<file path="src/rtl/pipe_stage_reg.sv">
// -----------------------------------------------------------------------------
// pipe_stage_reg
//
// Two-entry valid/ready pipeline register (head + skid) with stall and flush.
// The skid entry lets the stage keep in_ready high for one extra beat after the
// consumer stalls. This gives one beat per cycle with every output registered.
//
// Ports
//   clk        sole clock, all state updates on the rising edge
//   rst        synchronous active-high reset (wins over flush, hold, push)
//   in_valid   upstream beat present
//   in_ready   stage accepts a beat this cycle (combinational)
//   in_data    upstream payload, sampled only on push
//   in_ctrl    upstream control bits, sampled only on push
//   hold       stall, freezes all stage state and ignores out_ready
//   flush      discards every buffered beat and any beat offered this cycle
//   out_valid  head entry present
//   out_ready  downstream accepts the head beat
//   out_data   head payload, keeps its last value while empty (0 after reset)
//   out_ctrl   head control, BUBBLE_CTRL while empty
//   occupancy  number of buffered beats, 0..2
// -----------------------------------------------------------------------------
module pipe_stage_reg #(
  parameter int unsigned           DATA_WIDTH  = 32,
  parameter int unsigned           CTRL_WIDTH  = 4,
  parameter logic [CTRL_WIDTH-1:0] BUBBLE_CTRL = '0
) (
  input  logic                  clk,
  input  logic                  rst,
  input  logic                  in_valid,
  output logic                  in_ready,
  input  logic [DATA_WIDTH-1:0] in_data,
  input  logic [CTRL_WIDTH-1:0] in_ctrl,
  input  logic                  hold,
  input  logic                  flush,
  output logic                  out_valid,
  input  logic                  out_ready,
  output logic [DATA_WIDTH-1:0] out_data,
  output logic [CTRL_WIDTH-1:0] out_ctrl,
  output logic [1:0]            occupancy
);

  logic [1:0]            r_occ;
  logic [DATA_WIDTH-1:0] r_head_data;
  logic [CTRL_WIDTH-1:0] r_head_ctrl;
  logic [DATA_WIDTH-1:0] r_skid_data;
  logic [CTRL_WIDTH-1:0] r_skid_ctrl;

  logic w_in_ready;
  logic w_out_valid;
  logic w_push;
  logic w_pop;

  // A beat offered during reset must be dropped, so rst also drops ready.
  assign w_in_ready  = !rst && (r_occ < 2'd2) && !hold && !flush;
  assign w_out_valid = (r_occ != 2'd0);

  // Because hold and flush are folded in here, the register block below never
  // has to test hold. A held stage simply sees neither a push nor a pop.
  assign w_push = in_valid && w_in_ready;
  assign w_pop  = w_out_valid && out_ready && !hold && !flush;

  // NOTE: all state below uses non-blocking assignments. Every register then
  //       sees the pre-edge values of the others, which makes the skid->head
  //       shift on a pop from a full stage correct whatever the statement order.
  always_ff @(posedge clk) begin
    if (rst) begin
      // NOTE: the two payload entries are reset here on purpose. out_data must
      //       read 0 after reset and the skid contents are defined to clear,
      //       so this is not a data path that can skip its reset.
      r_occ       <= 2'd0;
      r_head_data <= '0;
      r_head_ctrl <= BUBBLE_CTRL;
      r_skid_data <= '0;
      r_skid_ctrl <= '0;
    end else if (flush) begin
      // Head payload is kept, because out_data is don't-care while empty.
      r_occ       <= 2'd0;
      r_head_ctrl <= BUBBLE_CTRL;
    end else begin
      case ({w_push, w_pop})
        2'b10: begin
          // A push with no pop fills the head if empty, else the skid.
          if (r_occ == 2'd0) begin
            r_head_data <= in_data;
            r_head_ctrl <= in_ctrl;
            r_occ       <= 2'd1;
          end else begin
            r_skid_data <= in_data;
            r_skid_ctrl <= in_ctrl;
            r_occ       <= 2'd2;
          end
        end
        2'b11: begin
          // A push needs occupancy < 2 and a pop needs occupancy > 0, so this
          // is the occupancy-1 streaming case. The new beat replaces the head.
          r_head_data <= in_data;
          r_head_ctrl <= in_ctrl;
        end
        2'b01: begin
          if (r_occ == 2'd2) begin
            r_head_data <= r_skid_data;
            r_head_ctrl <= r_skid_ctrl;
            r_occ       <= 2'd1;
          end else begin
            // The stage goes empty. Control becomes the bubble value and the
            // payload keeps its last value.
            r_head_ctrl <= BUBBLE_CTRL;
            r_occ       <= 2'd0;
          end
        end
        default: begin
        end
      endcase
    end
  end

  assign in_ready  = w_in_ready;
  assign out_valid = w_out_valid;
  assign out_data  = r_head_data;
  assign out_ctrl  = r_head_ctrl;
  assign occupancy = r_occ;

endmodule

</file>
<file path="config.mk">
export PLATFORM = sky130hd
export DESIGN_NAME = pipe_stage_reg
export DESIGN_NICKNAME = d
export VERILOG_FILES = /design/src/rtl/pipe_stage_reg.sv
export SDC_FILE = /design/constraint.sdc
export NUM_CORES = 1
export LEC_CHECK = 0
export ABC_AREA = 1
export CELL_PAD_IN_SITES_DETAIL_PLACEMENT = 0
export CELL_PAD_IN_SITES_GLOBAL_PLACEMENT = 2
export CORE_MARGIN = 3
export CORE_UTILIZATION = 26
export CTS_CLUSTER_DIAMETER = 80
export DETAILED_ROUTE_END_ITERATION = 10
export PLACE_DENSITY = 0.8
export SYNTH_ARGS = -nofsm -noshare
export SYNTH_HDL_FRONTEND = slang
export SYNTH_SLANG_ARGS = --single-unit
</file>
<file path="constraint.sdc">
create_clock -name clk -period 2.4 [get_ports clk]
set_clock_uncertainty 0.05 [all_clocks]
set_input_delay 0.72 -clock clk [delete_from_list [all_inputs] [get_ports clk]]
set_output_delay 0.72 -clock clk [all_outputs]
set_load 0.1 [all_outputs]
</file>
# Word level (Yosys, flattened, before mapping)
# Index checks and enable logic that the tools add are counted.
# word_totals
ff_bits	74
latch_bits	0
ram_bits	0
mem_bits_ro	0
input_bits	42
out_inout_bits	40
memories	0
# classes
n_addsub	0
multipliers	0
n_div	0
magnitude_cmp	1
eq_ne	6
shifts	0
muxes	9
bitwise_logic	2
reduce_logical	18
# op_table
cell	count
$pmux W32 S3	1
$mux W32	2
$pmux W4 S3	1
$mux W4	2
$logic_and A1 B1 Y1	7
$eq A2 B2 Y1 const B	3
$ne A2 B2 Y1 const B	2
$pmux W2 S2	1
$reduce_and A4 Y1	1
$reduce_bool A2 Y1	2
$logic_not A1 Y1	3
$reduce_and A3 Y1	1
$reduce_bool A3 Y1	1
$eq A2 B1 Y1 const B	1
$logic_not A2 Y1	1
$lt A2 B2 Y1 const B	1
$mux W2	1
$not A1 Y1	2
$reduce_and A2 Y1	1
$reduce_or A2 Y1	1
$mux W1	1

# Depth between registers and ports, before layout
# Gate-level depths: netlist of the first run.
# depth
word_depth	8
ltp_mapped	13
depth_no_buf	12

# Worst setup path before layout of the first run
# No wires, ideal clock.
# synth_timing
path_kind	in2reg
start	input rst
end	register r_head_data[2] (netlist: out_data[2])
setup_ps	64
arrival_ps	4291
slack_ps	-2005
path_stages	12
n_path_buf	2
path_cell_list	nor2_1 > inv_1 > nor3_1 > nand2_1 > ha_1 > buf_4 > inv_2 > clkbuf_1 > a21oi_1 > nand4_1 > nand2_1 > nor2_1
# synth_via
elab_chain_len	8
elab_cells_between_ends	13
classes_between	eq/ne: 5; mux: 1; reduce/logical: 7
# synth_rtl
element	line	source
start: declaration	29	input logic rst,
$logic_not A1 Y1 (*)	55	assign w_in_ready = !rst && (r_occ < 2'd2) && !hold && !flush;
$logic_and A1 B1 Y1 (*) (3 in series)	55	
via in_ready	31	output logic in_ready,
$logic_and A1 B1 Y1 (*)	60	assign w_push = in_valid && w_in_ready;
$eq A2 B1 Y1 / $eq A2 B2 Y1 (equally long branches)	81	case ({w_push, w_pop})
$ne A2 B2 Y1 (no source line) / $reduce_bool A3 Y1 (equally long branches)	--	
$reduce_and A4 Y1 (no source line)	--	
end signal: assignment	85	r_head_data <= in_data;
end signal: assignment	97	r_head_data <= in_data;
end signal: assignment	102	r_head_data <= r_skid_data;
end: declaration	44	logic [DATA_WIDTH-1:0] r_head_data;
# Mark *: on every way through the listed nets, which the timed path passes. The rest lies on a longest branch.
# A chain may end at the register's enable or synchronous reset.

# Final worst setup path of the first run
# layout_timing
start	input rst
end	output in_ready
# layout_via
elab_chain_len	4
# layout_rtl
element	line
$logic_not A1 Y1	55
$logic_and A1 B1 Y1 (3 in series)	55
end: declaration	31
# Every way passes these cells.

==> metrics.md, run 1 <==
| Metric | Value |
|---|---|
| Max cap viols | `0` |
| Syn Inst Count | `approximately 560` |
| CTS tree | `yes` |
| Synthesized flop and latch total | `74` |
| Global-route wire length before repair | `16.96 mm` |
| WHS Endpoint | `out_ctrl[0]` |
| HPWL after DPL | `6.676 mm` |
| Crit path time final | `2335 ps` |
| Clk Latency, worst-skew pair | `~340 ps` |
| Synth Area in Compound Gates | `0.1093` |
| Vias in the first global route | `3478` |
| Diode count | `0` |
| Area Growth Syn to Fin | `37.12%` |
| Cell Pwr Density | `596.3 nW/um2` |
| Final Hold Viols | `0` |
| CP Cell Sequence | `dlygate4sd2_1 > nor2_4 > inv_2 > nor3_4 > buf_6 > buf_12` |
| Commonest register cell after synthesis | `dfxtp_1` |
| Via count | `around 3500` |
| Worst relative slew slack | `0.7419` |
| GPL Wtd Cong | `0.7349` |
| Post-Place Cells | `803` |
| Wire per inst | `about 13 um` |
| Post-layout util | `0.3701` |
| Async SR Flop Fraction | `0` |
| Die width | `between 100 and 150 um` |
| Largest area contributor in the netlist | `dfxtp_1` |
| Largest family of logic cells by synthesized area | `simple AND/OR/NAND/NOR gates` |
| Slew Viols, Final | `0` |
| Largest cells by area after synthesis | `dfxtp_1 41%, nand2_1 12%, nor2_1 11%` |
| Worst hold stages | `2` |
| IO Count | `82` |
| Simple-gate area share of the yosys netlist | `0.3103` |
| Layout cells sized above 1 | `0.1449` |
| Max Root-Sink Buffers | `2` |
| Root buffer cell | `clkbuf_16` |
| Total core area | `13400 um2` |
| Worst slew pin tran | `slightly below 400 ps` |
| Worst-path fanout max | `2` |
| # H-tree levels | `3` |
| Initial core utilization | `0.2699` |
| Detailed-route vias per instance | `roughly 4.2` |
| Leak pwr | `~0.0025 uW` |
| YS warnings | `0` |
| FF-to-FF path depth | `11` |
| Reg-to-Reg End | `out_ctrl[1]` |
| Clk pin slew, worst setup/hold paths | `roughly 50 ps` |
| Outcome | `finished, final reports clean` |
| Worst Path Required | `1630 ps` |
| Post-Route WL | `between 10 and 15 mm` |
| Post-synthesis sequential area ratio | `0.4095` |
| Gr usage total | `0.1414` |
| Worst r2r src | `occupancy[1]` |
| Global route total overflow | `0` |
| Initial DRC count | `122` |
| Post-synthesis adder-cell area fraction | `0.006918` |
| Mean Syn Cell Area | `6.471 um2` |
| Clock Sink Count | `between 70 and 80` |
| FF-to-FF setup slack | `480 ps` |
| Cts bufs inserted | `9` |
| Initial antenna violation count | `0` |
| Die H | `between 100 and 150 um` |
| RSZ-0062 raised after global routing | `false` |
| Max VDD drop | `~0.64 mV` |
| Cell Rows | `between 40 and 50` |
| Post-Syn Nets | `603` |
| Final setup fails | `0` |
| Port bufs | `between 80 and 90` |
| Crit Path Category | `in2out` |
| Netlist cell types | `23` |
| Setup crit start kind | `input port` |
| Tightest Hold Check Type | `reg2reg` |
| Fmax | `between 400 and 500 MHz` |
| Residual DRC count | `0` |
| Pin count of the biggest net entering global routing | `between 60 and 70` |
| Hold Startpoint | `out_ctrl[0]` |
| Mux contribution to synthesized area | `0` |
| Non-Filler Instances | `818` |
| Crit path DAT | `about 1600 ps` |
| Mapped Area | `3617 um2` |
| Crit-path max cell delay | `between 200 and 300 ps` |
| Xor/xnor share of the synthesized area | `0` |
| Routed Antenna Nets | `0` |
| Post-synth top area share | `0.4095` |
| Top-count cell post-synth | `nand2_1` |
| Post-synth EDFFs | `0` |
| Die area | `between 15000 and 20000 um2` |
| Final #Nets | `between 600 and 700` |
| Synth top cells by count | `112 x nand2_1, 107 x nor2_1, 101 x inv_1` |
| Worst setup EP type | `output pin` |
| Fin crit share | `0.9729` |
| Drt first pass iters | `4` |
| CP max stage cell | `dlygate4sd2_1` |
## cell usage in the layout, fill, tap and decap left out
| master | n |
|---|---|
| a211oi_1 | 1 |
| a21oi_1 | 37 |
| a21oi_2 | 1 |
| a21oi_4 | 1 |
| buf_12 | 10 |
| buf_4 | 51 |
| buf_6 | 1 |
| bufinv_16 | 1 |
| clkbuf_1 | 2 |
| clkbuf_16 | 9 |
| clkbuf_8 | 1 |
| clkdlybuf4s50_1 | 38 |
| clkinv_2 | 2 |
| dfxtp_1 | 74 |
| dlygate4sd2_1 | 3 |
| ha_2 | 2 |
| inv_1 | 99 |
| inv_2 | 5 |
| inv_4 | 1 |
| nand2_1 | 112 |
| nand2_2 | 2 |
| nand2_4 | 1 |
| nand3_1 | 8 |
| nand3_2 | 2 |
| nand4_1 | 32 |
| nor2_1 | 106 |
| nor2_4 | 2 |
| nor3_4 | 1 |
| o21ai_0 | 34 |
| o21ai_1 | 3 |
## layout make-up
cell class / instances / area, um2
fillers: 1449 / 8441
multi-input cells: 345 / 1574
flip-flops and latches: 74 / 1481
repair buffers: 103 / 1001
inverters: 105 / 396.6
clock buffers: 12 / 246.5
well taps: 176 / 220.2
clock inverters: 3 / 40.04
## metrics by stage
step	total power, uW	setup TNS (ps)	hold WS [ps]	cell area (um2)	setup slack, ps
finish	2957	0	419.2	4960	65.02
global route	3092	0	448.6	4960	13.09
CTS	3024	0	421.7	4956	3.069
detailed placement	1658	-23460	410.3	4673	-344.5
global placement	1659	-19750	409.0	4673	-303.2
floorplan	1505	-35530	413.3	3710	-513.9
## metal layers
metal  up-vias  global-route usage  part of all wire
met2        62              0.2426              0.48
met3         6             0.05132             0.056
met1      1543              0.1690              0.45
met4         0             0.03285            0.0072
met5         -                   0                 0
li1       1865                   -                 -
## flip-flops by register name (all words and copies together) (netlist names)
signal       flops
out_ctrl         4
r_skid_ctrl      4
r_skid_data     32
out_data        32
occupancy        2
## cell families after synthesis
family | count (synthesis)
buffers and inverters | 140
flip-flops | 74
AND/OR/NAND/NOR | 266
adder cells (fa/ha/maj) | 2
AO/OA/AOI/OAI | 77
## how the worst max path moves through the flow
| stage | from | endpoint | slack, ps |
|---|---|---|---|
| after floorplan | rst | r_skid_ctrl[0] | -510 |
| after global placement | rst | out_data[14] | -300 |
| after detailed placement | rst | r_skid_data[13] | -340 |
| after CTS | rst | in_ready | 3 |
| after global routing | rst | in_ready | 10 |
| final | rst | in_ready | 70 |
## repair_timing
item / in CTS / in global routing
endpoints found under the setup margin: 1 / 1
buffers inserted: 0 / 0
hold buffers: 0 / 0
pin swaps: 0 / 1
resized for setup: 3 / 1
## report_power, final
part           internal, uW  switching [uW]  total, uW
clock                   824             507       1330
combinational           137             236        373
sequential             1240            8.55       1250
total                  2210             751       2960
## critical path: cells and delay by family
kind	cells	cell delay [ps]
AND/OR/NAND/NOR	2	240
buffers and inverters	4	610
(Power assumes the default switching activity.)
==> run 2, diff against run 1 <==
Settings changed: SLEW_MARGIN from default to 10.
==> results of run 2 <==
No change in the layout: final DEF, timing and power equal those of run 1.
==> run 3, diff against run 2 <==
Settings changed: CTS_CLUSTER_SIZE from default to 20, MAX_ROUTING_LAYER from default to met4.
==> metrics.md, run 3 (synthesized netlist as in run 1, its figures left out) <==
| Metric | Value |
|---|---|
| Outcome | `finished, final reports clean` |
| # H-tree levels | `3` |
| Initial core utilization | `0.2699` |
| Max cap viols | `0` |
| Worst Path Required | `roughly 1600 ps` |
| Layout cells sized above 1 | `0.1449` |
| RSZ-0062 raised after global routing | `false` |
| Clk pin slew, worst setup/hold paths | `roughly 60 ps` |
| Initial DRC count | `about 130` |
| Area Growth Syn to Fin | `37.12%` |
| Fmax | `about 430 MHz` |
| Leak pwr | `0.002499 uW` |
| Cell Rows | `42` |
| Wire per inst | `between 10 and 15 um` |
| Worst relative slew slack | `0.7449` |
| Diode count | `0` |
| Crit path time final | `approximately 2300 ps` |
| Die area | `15360 um2` |
| Pre-CTS setup slack | `-344.5 ps` |
| Residual DRC count | `0` |
| GPL Wtd Cong | `0.7440` |
| Clk Latency, worst-skew pair | `340 ps` |
| HPWL after DPL | `roughly 6.7 mm` |
| IO Count | `82` |
| Pin count of the biggest net entering global routing | `69` |
| Vias in the first global route | `about 3500` |
| Crit path DAT | `~1600 ps` |
| Post-layout util | `0.3701` |
| Fin crit share | `0.9727` |
| Cts bufs inserted | `9` |
| # Post-CTS Setup Buffers | `0` |
| Global route total overflow | `0` |
| Hold buffer count at cts | `0` |
| Final WS setup | `~65 ps` |
| CTS tree | `yes` |
| Via count | `~3500` |
| Clock Sink Count | `74` |
| Slew Viols, Final | `0` |
| Die H | `about 120 um` |
| Max VDD drop | `approximately 0.65 mV` |
| Die width | `124.0 um` |
| Crit Path Category | `in2out` |
| Cell Pwr Density | `between 500 and 600 nW/um2` |
| Final #Nets | `between 600 and 700` |
| Worst slew pin tran | `~380 ps` |
| Total core area | `13400 um2` |
| Detailed-route vias per instance | `~4.3` |
| Root buffer cell | `clkbuf_16` |
| Post-Route WL | `between 10 and 15 mm` |
| Tightest Hold Check Type | `reg2reg` |
| Port bufs | `81` |
| Initial antenna violation count | `0` |
| Worst-path fanout max | `2` |
| Final Hold Viols | `0` |
| Most common cell after layout, fill and taps aside | `nand2_1` |
| Most frequent cells in the layout | `112 x nand2_1, 106 x nor2_1, 99 x inv_1` |
| Setup crit start kind | `input port` |
| Drt first pass iters | `4` |
| Gr usage total | `0.1453` |
| Max Root-Sink Buffers | `2` |
| Routed Antenna Nets | `0` |
| Final setup fails | `0` |
| Global-route wire length before repair | `approximately 17 mm` |
| Worst setup EP type | `output pin` |
## run 3: cell counts in the layout (fill, tap and decap cells not counted)
Identical to the previous run, type by type.
## run 3: power by group
group | switching (uW) | internal [uW] | total (uW)
logic | 236 | 137 | 373
clock network | 510 | 824 | 1330
registers | 8.57 | 1240 | 1250
## run 3: layout make-up
type                    instances  area [um2]
inverters                     105       396.6
well taps                     176       220.2
repair buffers                103        1001
clock inverters                 3       40.04
clock buffers                  12       246.5
fillers                      1449        8441
flip-flops and latches         74        1481
multi-input cells             345        1574
## run 3: path summary, 6_finish.rpt
kind	cells past startpoint	startpoint	end	slack, ps
worst max-delay path	6	rst	in_ready	70
worst min-delay path	2	out_ctrl[2]	out_ctrl[2]	420
worst max register to register	11	occupancy[1]	out_ctrl[1]	490
worst min register to register	2	out_ctrl[2]	out_ctrl[2]	420
## run 3: through the flow
step | hold slack (ps) | cells | setup TNS (ps) | total power [uW] | cell area [um2]
global placement | 409.0 | 803 | -19750 | 1659 | 4673
global route | 448.5 | 818 | 0 | 3092 | 4960
detailed placement | 410.3 | 803 | -23460 | 1658 | 4673
floorplan | 413.3 | 559 | -35530 | 1505 | 3710
CTS | 421.7 | 818 | 0 | 3024 | 4956
finish | 419.1 | 818 | 0 | 2961 | 4960
## run 3: timing repair
item | CTS | global route
gates resized for setup | 3 | 1
pin swaps | 0 | 1
endpoints found under the setup margin | 1 | 1
## run 3: metal layers
layer	share of wire	track usage
met5	0	-
met2	0.48	0.2420
met3	0.049	0.04859
met1	0.46	0.1709
met4	0.0079	0.03285
## run 3: critical path, cell delays in order
cell           delay, ps
dlygate4sd2_1        270
nor2_4               110
inv_2                 50
nor3_4               130
buf_6                120
buf_12               160
